===== config.mk =====
export PLATFORM = sky130hd
export DESIGN_NAME = reduction_mux_sched
export DESIGN_NICKNAME = d
export VERILOG_FILES = /design/src/rtl/reduction_pkg.sv /design/src/rtl/pair_pick_enc.sv /design/src/rtl/reduction_mux_sched.sv
export SDC_FILE = /design/constraint.sdc
export NUM_CORES = 1
export LEC_CHECK = 0
export CAP_MARGIN = 30
export CORE_MARGIN = 4
export CORE_UTILIZATION = 40
export CTS_CLUSTER_SIZE = 14
export DETAILED_ROUTE_END_ITERATION = 12
export GPL_TIMING_DRIVEN = 0
export SLEW_MARGIN = 20
export SYNTH_ARGS = -nofsm -noshare
export SYNTH_HDL_FRONTEND = slang
export SYNTH_HIERARCHICAL = 1
export SYNTH_SLANG_ARGS = --single-unit
export TNS_END_PERCENT = 20

===== constraint.sdc =====
create_clock -name clk -period 1.8 [get_ports clk]
set_clock_uncertainty 0.2 [all_clocks]
set_input_delay 0.18 -clock clk [delete_from_list [all_inputs] [get_ports clk]]
set_output_delay 0.18 -clock clk [all_outputs]
set_load 0.02 [all_outputs]

===== src/rtl/reduction_pkg.sv =====
`default_nettype none
// ============================================================================
// Module   : reduction_pkg
// Brief    : Shared types, constants and helpers for the reduction mux scheduler.
// Revision : 1.0 - initial release
// ============================================================================
package reduction_pkg;

  localparam int RED_PAIR_W = 2;
  // Widest mask popcnt_le2 accepts; narrower masks are zero-extended by callers.
  localparam int RED_MAX_IN = 64;

  typedef enum logic [0:0] {
    IDLE  = 1'b0,
    ISSUE = 1'b1
  } red_sched_state_t;

  // Clearing the lowest set bit twice leaves zero iff at most two bits were set.
  function automatic logic popcnt_le2(input logic [RED_MAX_IN-1:0] v);
    logic [RED_MAX_IN-1:0] r;
    r = v & (v - RED_MAX_IN'(1));
    r = r & (r - RED_MAX_IN'(1));
    return (r == '0);
  endfunction

endpackage
`default_nettype wire


===== src/rtl/pair_pick_enc.sv =====
`default_nettype none
// ============================================================================
// Module   : pair_pick_enc
// Brief    : Combinational lowest-two priority encoder with residual mask.
// Revision : 1.0 - initial release
// ============================================================================
module pair_pick_enc
  import reduction_pkg::*;
#(
  parameter int NUM_IN = 4,
  parameter int SEL_IN = 2
) (
  input  logic [NUM_IN-1:0]     mask,
  output logic [SEL_IN-1:0]     left,
  output logic [SEL_IN-1:0]     right,
  output logic [RED_PAIR_W-1:0] pair_mask,
  output logic                  last,
  output logic [NUM_IN-1:0]     residual
);

  logic [NUM_IN-1:0] w_rest1;
  logic [NUM_IN-1:0] w_rest2;

  assign w_rest1 = mask & (mask - NUM_IN'(1));
  assign w_rest2 = w_rest1 & (w_rest1 - NUM_IN'(1));

  // Scan downward so the lowest set bit is the final assignment.
  always_comb begin
    left  = '0;
    right = '0;
    for (int i = NUM_IN - 1; i >= 0; i--) begin
      if (mask[i]) left = SEL_IN'(i);
      if (w_rest1[i]) right = SEL_IN'(i);
    end
  end

  assign pair_mask = {|w_rest1, |mask};
  assign last      = popcnt_le2(RED_MAX_IN'(mask));
  assign residual  = w_rest2;

endmodule
`default_nettype wire


===== src/rtl/reduction_mux_sched.sv =====
`default_nettype none
// ============================================================================
// Module   : reduction_mux_sched
// Brief    : Issues compacted {right,left} lane-pair beats per nonzero mask.
// Config   : REDUCTION_SCHED_OVERLAP_EN - accept next mask on final-beat edge.
// Revision : 1.0 - initial release
// ============================================================================
module reduction_mux_sched
  import reduction_pkg::*;
#(
  parameter int NUM_IN = 4,
  parameter int SEL_IN = 2
) (
  input  logic                  clk,
  input  logic                  rst,
  input  logic                  mask_valid,
  output logic                  mask_ready,
  input  logic [NUM_IN-1:0]     mask,
  output logic                  sel_valid,
  input  logic                  sel_ready,
  output logic [2*SEL_IN-1:0]   sel,
  output logic [RED_PAIR_W-1:0] pair_mask,
  output logic                  last,
  output logic                  busy
);

  red_sched_state_t r_state, w_state_nxt;

  // r_pend holds lanes not yet presented (excludes the beat on the outputs).
  logic [NUM_IN-1:0]     r_pend,      w_pend_nxt;
  logic                  r_sel_valid, w_sel_valid_nxt;
  logic [2*SEL_IN-1:0]   r_sel,       w_sel_nxt;
  logic [RED_PAIR_W-1:0] r_pair_mask, w_pair_mask_nxt;
  logic                  r_last,      w_last_nxt;

  logic [SEL_IN-1:0]     w_ld_left, w_ld_right, w_av_left, w_av_right;
  logic [RED_PAIR_W-1:0] w_ld_pair_mask, w_av_pair_mask;
  logic                  w_ld_last, w_av_last;
  logic [NUM_IN-1:0]     w_ld_residual, w_av_residual;

  logic w_idle, w_complete, w_overlap, w_accept;

  pair_pick_enc #(.NUM_IN(NUM_IN), .SEL_IN(SEL_IN)) u_enc_load (
    .mask      (mask),
    .left      (w_ld_left),
    .right     (w_ld_right),
    .pair_mask (w_ld_pair_mask),
    .last      (w_ld_last),
    .residual  (w_ld_residual)
  );

  pair_pick_enc #(.NUM_IN(NUM_IN), .SEL_IN(SEL_IN)) u_enc_adv (
    .mask      (r_pend),
    .left      (w_av_left),
    .right     (w_av_right),
    .pair_mask (w_av_pair_mask),
    .last      (w_av_last),
    .residual  (w_av_residual)
  );

  assign w_idle     = (r_state == IDLE);
  assign w_complete = r_sel_valid & sel_ready;

`ifdef REDUCTION_SCHED_OVERLAP_EN
  assign w_overlap = r_sel_valid & r_last & sel_ready;
`else
  assign w_overlap = 1'b0;
`endif

  assign mask_ready = ~rst & (w_idle | w_overlap);
  assign w_accept   = mask_valid & mask_ready;

  always_comb begin
    w_state_nxt     = r_state;
    w_pend_nxt      = r_pend;
    w_sel_valid_nxt = r_sel_valid;
    w_sel_nxt       = r_sel;
    w_pair_mask_nxt = r_pair_mask;
    w_last_nxt      = r_last;
    case (r_state)
      IDLE: begin
        if (w_accept) begin
          w_state_nxt     = ISSUE;
          w_pend_nxt      = w_ld_residual;
          w_sel_valid_nxt = 1'b1;
          w_sel_nxt       = {w_ld_right, w_ld_left};
          w_pair_mask_nxt = w_ld_pair_mask;
          w_last_nxt      = w_ld_last;
        end
      end
      ISSUE: begin
        if (w_complete) begin
          if (r_last && w_accept) begin
            w_pend_nxt      = w_ld_residual;
            w_sel_nxt       = {w_ld_right, w_ld_left};
            w_pair_mask_nxt = w_ld_pair_mask;
            w_last_nxt      = w_ld_last;
          end else if (r_last) begin
            w_state_nxt     = IDLE;
            w_pend_nxt      = '0;
            w_sel_valid_nxt = 1'b0;
            w_sel_nxt       = '0;
            w_pair_mask_nxt = '0;
            w_last_nxt      = 1'b0;
          end else begin
            w_pend_nxt      = w_av_residual;
            w_sel_nxt       = {w_av_right, w_av_left};
            w_pair_mask_nxt = w_av_pair_mask;
            w_last_nxt      = w_av_last;
          end
        end
      end
      default: w_state_nxt = IDLE;
    endcase
  end

  always_ff @(posedge clk) begin
    if (rst) begin
      r_state     <= IDLE;
      r_pend      <= '0;
      r_sel_valid <= 1'b0;
      r_sel       <= '0;
      r_pair_mask <= '0;
      r_last      <= 1'b0;
    end else begin
      r_state     <= w_state_nxt;
      r_pend      <= w_pend_nxt;
      r_sel_valid <= w_sel_valid_nxt;
      r_sel       <= w_sel_nxt;
      r_pair_mask <= w_pair_mask_nxt;
      r_last      <= w_last_nxt;
    end
  end

  assign sel_valid = r_sel_valid;
  assign sel       = r_sel;
  assign pair_mask = r_pair_mask;
  assign last      = r_last;
  assign busy      = (r_state == ISSUE);

endmodule
`default_nettype wire


==> summary.md <==
| Metric | Value |
|---|---|
| Status | `finished clean` |
| Layout cells sized above 1 | `17.4%` |
| Worst Slack Setup Final | `0.0525 ns` |
| Initial DRC count | `88` |
| Final hold viol count | `0` |
| CP max stage delay | `0.57 ns` |
| Area contributors post-synth | `dfxtp_1 (29%), nor3_1 (13%), a222oi_1 (12%)` |
| Clock Tree Buf Depth | `2` |
| Sink Count | `13` |
| Crit path DAT | `1.37 ns` |
| Post-synth top area cell | `dfxtp_1` |
| Worst min path class | `flop to flop` |
| Root buffer cell | `clkbuf_4` |
| Largest net degree at the start of global routing | `11` |
| DRC violations left | `0` |
| First-pass detailed-route iteration total | `5` |
| Die ar. | `3080 um2` |
| Leak | `0.457 nW` |
| Ys flop type | `dfxtp_1` |
| Async SR Flop Fraction | `0%` |
| Total Wirelength | `2.17 mm` |
| Synth top area share | `28.8%` |
| PD cells | `701 nW/um2` |
| CP max FO | `10` |
| Reg2reg setup slack | `0.15 ns` |
| Worst-path clk slew | `0.08 ns` |
| First-pass GRT wire length | `3.88 mm` |
| Worst setup EP type | `output port` |
| Crit path launch type | `input port` |
| Initial antenna violation count | `0` |
| RSZ-0062 raised after global routing | `yes` |
| Die Wd | `55.5 um` |
| GR Overflow Total | `0` |
| Synth top cells by count | `nor3_1 (24), dfxtp_1 (13), a222oi_1 (11)` |
| Buf/Inv on CP | `3` |
| Worst reg-to-reg path cell count | `4` |
| Nets | `147` |
| Hold_ws | `0.340 ns` |
| Final cycle utilization of the critical path | `97.1%` |
| Peak Freq | `0.572 GHz` |
| Wire per inst | `13.2 um` |
| Setup TNS | `0 ns` |
| Leading cell type by number of instances after synthesis | `nor3_1` |
| Cell Area, Synth | `902 um2` |
| CP Capture Point | `mask_ready` |
| Worst Setup SP | `rst` |
| Crit Path Class | `input port to output port` |
| Stages on the worst setup path | `4` |
| Seq cells post-synth | `13` |
| Largest delay share family, worst path | `buffers and inverters` |
| Fin crit period | `1.75 ns` |
| FP Rows | `16` |
| R2R Path End | `sel[2]` |
| EDFF count, synth | `0` |
| CTS tree | `yes` |
| Post-DP HPWL | `1.64 mm` |
| Vias/cell | `5.78` |
| Final Slew Violations | `0` |
| Max cap viols | `0` |
| Detail Route Antenna Nets | `0` |
| Syn-to-layout area delta | `28.3%` |
| DIE HEIGHT | `55.5 um` |
| Core Area | `2040 um2` |
| Crit-path cells | `clkdlybuf4s50_1 > clkbuf_4 > nor2_1 > dlygate4sd2_1` |
| CTS buffer count | `3` |
| Cells after Synth | `115` |
| Register area share after synthesis | `28.8%` |
| Vias in the first global route | `859` |
| Setup-failing EPs final | `0` |
| Yosys cell types | `29` |
| Synth warnings | `6` |
| Via count | `954` |
| H-tree depth | `1` |
| Global Route Usage Sum | `15.0%` |
| Initial Util | `44.2%` |
| CP max-delay cell | `clkdlybuf4s50_1` |
| IO Port Bufs | `17` |
| Final Util | `56.7%` |
| Clock Latency Late Sink | `0.28 ns` |
| Peak supply drop | `0.517 mV` |
| N_diodes | `0` |
| Power Total | `811 uW` |
| Place WS | `-0.355 ns` |
| Syn avg cell area | `7.84 um2` |
| Fillers | `212` |
| Critical R2R Launch | `r_pend[2]` |
| Num ports | `18` |
| WP data required | `1.42 ns` |
| Routability cong. | `0.736` |
tightest hold or removal path, stage by stage, from the launching register on:
cell	delay, ns
dfxtp_1	0.33
nor3_1	0.05
nor3_1	0.11
placed cells by master, fill, tap and decap left out, types with 3 or more instances in the layout:
master and n:
a21oi_1 6, buf_4 5, clkbuf_4 5, dfxtp_1 12, buf_2 5, a222oi_1 11
nor3_1 24, conb_1 4, clkdlybuf4s50_1 13, o21ai_1 3, inv_1 7, nor2_1 5
buf_6 4
state kept, by name, indices dropped and copies added, names as in the netlist:
register	cells
busy	1
pair_mask	2
sel_valid	1
sel	4
last	1
r_pend	4
logic make-up (layout without fill, tap and decap cells):
| kind of cell | count (synthesis) | count (layout) | synth area share (%) |
|---|---|---|---|
| other | 2 | 4 | 0.832 |
| and+or+nand+nor | 44 | 44 | 26.9 |
| buffers and inverters | 23 | 44 | 15.1 |
| AOI/OAI and AO/OA | 33 | 33 | 28.3 |
| DFF | 13 | 13 | 28.8 |
timing repair:
item / in CTS / in global routing
gates resized for setup: 3 / 11
hold buffers: 0 / 0
hold endpoints to repair: 0 / 0
pin swaps: 1 / 4
setup endpoints to repair: 2 / 4
buffers inserted: 0 / 0
metrics by stage:
stage / cell area, um2 / cells
5_1_grt: 1160 / 165
3_5_place_dp: 1110 / 161
2_1_floorplan: 910 / 117
4_1_cts: 1140 / 165
6_report: 1160 / 165
3_3_place_gp: 1110 / 161
routing by layer:
metal | track usage [%] | share of wire [%] | up-vias
li1 | - | - | 482
met4 | 3.82 | 1.3 | 0
met5 | 0 | 0 | -
met3 | 4.90 | 6.4 | 2
met1 | 19.0 | 44 | 437
met2 | 24.5 | 49 | 33
worst min path at each step:
stage                       startpoint  slack (ns)            to  cells after the start
after floorplan                    rst        0.06          last                      1
after global placement          sel[3]        0.32        sel[3]                      2
after detailed placement        sel[3]        0.33        sel[3]                      2
after CTS                       sel[3]        0.35        sel[3]                      2
after global routing            sel[1]        0.36        sel[1]                      2
final                     pair_mask[0]        0.34  pair_mask[0]                      2
final cells by class:
cell class / count / area (um2) / area share [%]
clock buffer: 4 / 26.3 / 2.27
sequential: 13 / 262 / 22.6
buffer: 16 / 123 / 10.6
multi-input combinational: 81 / 514 / 44.4
timing repair buffer: 17 / 173 / 14.9
inverter: 7 / 26.3 / 2.27
tap: 27 / 33.8 / 2.92
power breakdown:
part	internal, mW	switching, mW	total (mW)
registers	0.316	0.0231	0.340
clock network	0.0860	0.0949	0.181
logic	0.141	0.150	0.291
total	0.543	0.268	0.811
No activity file was read; power rests on OpenSTA's default activity.
